**src/rtl/hs32_wb_arbiter.sv**
```systemverilog
// hs32_wb_arbiter: arbitrates the single register-file write port between the
// execute stage (priority) and load returns. Loads that lose arbitration wait in
// an in-order skid FIFO that drains on write-port cycles the execute stage does
// not use. A younger execute write to the same register cancels buffered loads.
//
// Ports:
//   clk, reset               core clock, asynchronous active-low reset
//   ex_we_i/addr_i/data_i    execute write request
//   ex_stall_o               execute write not granted this cycle
//   ld_vld_i/addr_i/data_i   load return, accepted when ld_vld_i && ld_rdy_o
//   ld_rdy_o                 load buffer has a free slot
//   wp_we_o/addr_o/data_o    register-file write port (combinational)
//   pend_o                   one-hot OR of valid buffered load destinations
module hs32_wb_arbiter #(
  parameter int unsigned DEPTH = 2
) (
  input  logic        clk,
  input  logic        reset,
  input  logic        ex_we_i,
  input  logic [3:0]  ex_addr_i,
  input  logic [31:0] ex_data_i,
  output logic        ex_stall_o,
  input  logic        ld_vld_i,
  input  logic [3:0]  ld_addr_i,
  input  logic [31:0] ld_data_i,
  output logic        ld_rdy_o,
  output logic        wp_we_o,
  output logic [3:0]  wp_addr_o,
  output logic [31:0] wp_data_o,
  output logic [15:0] pend_o
);

  localparam int unsigned PW = (DEPTH > 1) ? $clog2(DEPTH) : 1;
  localparam int unsigned CW = $clog2(DEPTH + 1);
  localparam logic [CW-1:0] FULL_CNT = CW'(DEPTH);

  typedef struct packed {
    logic        vld;
    logic [3:0]  addr;
    logic [31:0] data;
  } entry_t;

  entry_t        fifo_q [DEPTH];
  logic [PW-1:0] rd_ptr_q;
  logic [PW-1:0] wr_ptr_q;
  logic [CW-1:0] count_q;

  logic   full;
  logic   empty;
  logic   accept;
  logic   push;
  logic   pop;
  logic   kill;
  entry_t head;

  assign head     = fifo_q[rd_ptr_q];
  assign full     = (count_q == FULL_CNT);
  assign empty    = (count_q == '0);
  // Readiness comes from the registered count only; a same-cycle pop does not free a slot.
  assign ld_rdy_o = reset & ~full;
  assign accept   = ld_vld_i & ld_rdy_o;

  // Write-port grant and FIFO control.
  always_comb begin
    wp_we_o    = 1'b0;
    wp_addr_o  = '0;
    wp_data_o  = '0;
    ex_stall_o = 1'b0;
    push       = 1'b0;
    pop        = 1'b0;
    kill       = 1'b0;
    if (ex_we_i && full) begin
      // Full buffer must make progress: head wins, execute retries next cycle.
      pop        = 1'b1;
      ex_stall_o = 1'b1;
      if (head.vld) begin
        wp_we_o   = 1'b1;
        wp_addr_o = head.addr;
        wp_data_o = head.data;
      end
    end else if (ex_we_i) begin
      wp_we_o   = 1'b1;
      wp_addr_o = ex_addr_i;
      wp_data_o = ex_data_i;
      kill      = 1'b1;
      // An incoming load to the same register is older than this write: drop it.
      push      = accept && (ld_addr_i != ex_addr_i);
    end else if (!empty) begin
      pop  = 1'b1;
      push = accept;
      if (head.vld) begin
        wp_we_o   = 1'b1;
        wp_addr_o = head.addr;
        wp_data_o = head.data;
      end
    end else if (accept) begin
      wp_we_o   = 1'b1;
      wp_addr_o = ld_addr_i;
      wp_data_o = ld_data_i;
    end
    if (!reset) begin
      wp_we_o    = 1'b0;
      ex_stall_o = 1'b0;
    end
  end

  // FIFO storage, pointers and occupancy.
  always_ff @(posedge clk or negedge reset) begin
    if (!reset) begin
      rd_ptr_q <= '0;
      wr_ptr_q <= '0;
      count_q  <= '0;
      for (int unsigned i = 0; i < DEPTH; i++) begin
        fifo_q[PW'(i)] <= '0;
      end
    end else begin
      if (kill) begin
        for (int unsigned i = 0; i < DEPTH; i++) begin
          if (fifo_q[PW'(i)].addr == ex_addr_i) begin
            fifo_q[PW'(i)].vld <= 1'b0;
          end
        end
      end
      // Popped slots are invalidated so pend_o only reflects occupied entries.
      if (pop) begin
        fifo_q[rd_ptr_q].vld <= 1'b0;
        rd_ptr_q             <= rd_ptr_q + PW'(1);
      end
      if (push) begin
        fifo_q[wr_ptr_q] <= {1'b1, ld_addr_i, ld_data_i};
        wr_ptr_q         <= wr_ptr_q + PW'(1);
      end
      count_q <= count_q + CW'(push) - CW'(pop);
    end
  end

  // Pending-destination mask from registered FIFO state.
  always_comb begin
    pend_o = '0;
    for (int unsigned i = 0; i < DEPTH; i++) begin
      if (fifo_q[PW'(i)].vld) begin
        pend_o[fifo_q[PW'(i)].addr] = 1'b1;
      end
    end
  end

endmodule

```
**config.mk**
```make
export PLATFORM = sky130hd
export DESIGN_NAME = hs32_wb_arbiter
export DESIGN_NICKNAME = d
export VERILOG_FILES = /design/src/rtl/hs32_wb_arbiter.sv
export SDC_FILE = /design/constraint.sdc
export NUM_CORES = 1
export LEC_CHECK = 0
export BUFFER_PORTS_ARGS = -buffer_cell sky130_fd_sc_hd__buf_2
export CAP_MARGIN = 10
export CORE_MARGIN = 4
export CORE_UTILIZATION = 40
export CTS_BUF_LIST = sky130_fd_sc_hd__clkbuf_2
export DETAILED_ROUTE_END_ITERATION = 12
export PLACE_DENSITY = 0.76
export SYNTH_ARGS = -nofsm -noshare
export SYNTH_HDL_FRONTEND = slang
export SYNTH_SLANG_ARGS = --single-unit
export TNS_END_PERCENT = 50
```
**constraint.sdc**
```tcl
create_clock -name clk -period 2.2 [get_ports clk]
set_input_delay 0.44 -clock clk [delete_from_list [all_inputs] [get_ports clk]]
set_output_delay 0.44 -clock clk [all_outputs]
set_load 0.05 [all_outputs]
```
==> impl_metrics.ini <==
[run_status]
status = finished with violations
violations = negative setup slack

[floorplanning]
start_util_pct = 41.77
pin_count = 131
fp.dieH_um = 112.5
die-area_mm2 = 0.01266
rows = 37
fp.coreArea_mm2 = 0.01046
die_width_um = 112.5

[critical_path]
setup.worst_path.end_class = output port
path_class = flip-flop to output port
worstPathRequired_ns = 1.76
critical_path.cell_chain = nor4_4, buf_6, buf_6, a22oi_1, o22ai_2, buf_6
cp_top_family = buffers and inverters
crit_slowest_cell = dfrtp_2
cpMostUsedCell = buf_6
path_buf_inv = 3
worst-r2r-setup-slack_ns = 0.26
crit_fanout = 8
cpPeakStageDelay_ns = 0.49
arrival_ns = 2.05
critPathLaunchType = flip-flop

[synth]
yosys.area.top_type = dfrtp_1
syn_avg_cell_area_um2 = 11.94
syn_inst = 366
synth_edf_count = 0
synthArstFlopShare_pct = 100.0
synth_area_leaders = dfrtp_1 (45%), mux2_2 (17%), mux2i_1 (8.5%)
yosysSeqAreaShare_pct = 44.66
ys.flop_type = dfrtp_1
ys_ff_latch = 78
post-synth-top-count-cell = dfrtp_1
syn_area_mm2 = 0.004370
synth_fp_nets = 444
synth.top_cell.area_share_pct = 44.66
synth_cell_type_count = 39
synthTopCellsByCount = dfrtp_1 (78), mux2_2 (67), o22ai_1 (48)
ys_warn_count = 0

[cells_and_area]
n_antenna_cell = 0
fin_nets = 588
drive_gt1_share_pct = 60.12
post-route-util_pct = 58.71
finalInstanceArea_mm2 = 0.006142
syn_to_final_growth_pct = 40.54

[sta]
tns_ns = -9.195
min_period_over_period_pct = 113.0
clock_skew_ns = 0.03223
rsz0062_at_grt = yes
worstMarginPinSlew_ns = 0.4722
fmax_ghz = 0.4023
max_slew_margin_pct = 68.52
whs_ns = 0.09898
drv_slew = 0
hold_violations = 0
fin_crit_ns = 2.486
timing.final.ws_setup_ns = -0.2860
setup_violations = 43

[pwr]
p_sw_mw = 3.812
pwr-share-seq_pct = 31.4
p_int_mw = 4.676
power_density_mw_per_mm2 = 1382
swShare_pct = 44.91
irDropWorstVdd_uv = 653.7
cellLeakagePower_nw = 2.730
combPwrFrac_pct = 61.0
clockPowerShare_pct = 7.6

[clock_tree]
clock-sinks = 78
cts_max_path_buffers = 2
clk_latency_ns = 0.49
htreeDepth = 3
clk_pin_slew_ns = 0.23
numCtsBuffers = 9
cts_tree = done
clockRootBuffer = clkbuf_2

[placement]
port_buffers = 130
place_area_mm2 = 0.005519
dp_hpwl_um = 8093
gp_congestion = 0.9723

[global_route]
grt_pass1_wl_um = 19980
antenna_found_initial = 0
grt-ovfl-total = 0
grt_usage_pct = 19.53
grt_pass1_vias = 3900
grt_max_degree = 39

[detailed_routing]
drtAntennaViolNets = 0
vias = 3670
first_iter_violations = 218
dr.pass1.iters = 4
drc = 0
drt_wl_total_um = 12320
via_per_inst = 5.646
wl_per_cell_um = 18.96

[job]
maxCapViolations = 0

[worst_hold_path]
holdCritPathClass = input port to asynchronous set/reset pin
## worst paths after layout
kind,depth (start not counted),startpoint,to
setup / recovery,6,count_q[0]$_DFF_PN0_,wp_data_o[5]
hold / removal,4,reset,fifo_q[28]$_DFFE_PN0P_
setup reg to reg,9,count_q[0]$_DFF_PN0_,count_q[1]$_DFF_PN0_
hold reg to reg,1,wr_ptr_q$_DFFE_PN0P_,wr_ptr_q$_DFFE_PN0P_
max in group asynchronous,3,reset,fifo_q[59]$_DFFE_PN0P_
min in group clk,2,ld_data_i[17],fifo_q[17]$_DFFE_PN0P_
## metrics by stage
| stage | total power [mW] | setup slack [ns] | cells |
|---|---|---|---|
| 2_1_floorplan | 6.199 | -0.1233 | 366 |
| 3_3_place_gp | 7.181 | 0.1164 | 625 |
| 3_5_place_dp | 7.316 | 0.09697 | 625 |
| 4_1_cts | 8.470 | -0.3255 | 650 |
| 5_1_grt | 9.024 | -0.4376 | 650 |
| 6_report | 8.489 | -0.2860 | 650 |
## metal layers
layer	global-route usage [%]	vias to the layer above	share of wire, %
li1	-	1686	-
met1	24.35	1830	42
met2	34.49	134	51
met3	3.774	20	5.8
met4	5.449	0	1.4
met5	0	-	0
## what timing repair did
action | CTS | global route
cloned | 3 | 0
pin swaps | 4 | 6
setup endpoints to repair | 52 | 55
setup buffers | 4 | 0
gates resized for setup | 109 | 26
hold endpoints to repair | 33 | 0
hold buffers | 3 | 0
## cell usage in the layout, fill, tap and decap left out, types with 5 or more instances in the layout
cell,netlist,layout
dfrtp_1,78,71
nand2_1,5,5
nor2_1,7,5
o22ai_2,0,33
a22oi_1,32,28
buf_6,7,46
dfrtp_2,0,7
mux2_2,67,67
xnor2_1,6,6
mux2i_1,37,37
buf_12,0,9
buf_2,4,75
o22ai_1,48,11
clkbuf_2,0,10
buf_4,0,24
xor2_1,10,10
## tightest hold or removal path: cells and delay by family
kind                   cells  cell delay, ns
buffers and inverters      4            0.55
## power groups by stage
stage               clock, mW  sequential, mW  combinational, mW
global placement            0            2.63               4.55
finish                  0.642            2.66               5.18
global route            0.735            2.77               5.52
CTS                     0.675            2.65               5.14
floorplan                   0            2.54               3.66
detailed placement          0            2.69               4.63
## state kept, by name (all words and copies together) (netlist names)
register,count
count_q,2
fifo_q,74
rd_ptr_q,1
wr_ptr_q,1
## cells by family after synthesis
logic type,count (synthesis),share of synthesized area [%]
flip-flops,78,44.66
AO/OA/AOI/OAI,95,15.46
buffers and inverters,30,3.894
XOR/XNOR,16,3.206
multiplexers,109,27.37
AND/OR/NAND/NOR,36,4.839
adder cells (fa/ha/maj),2,0.5725
## layout make-up
type                       count  area (um2)
inverter                       4       15.01
fill                         875        4320
tap                          136       170.2
timing repair buffer         159        1336
sequential                    78        1961
clock inverter                 5       37.54
multi-input combinational    258        2572
clock buffer                  10       50.05
Power figures use the tool's default switching activity.
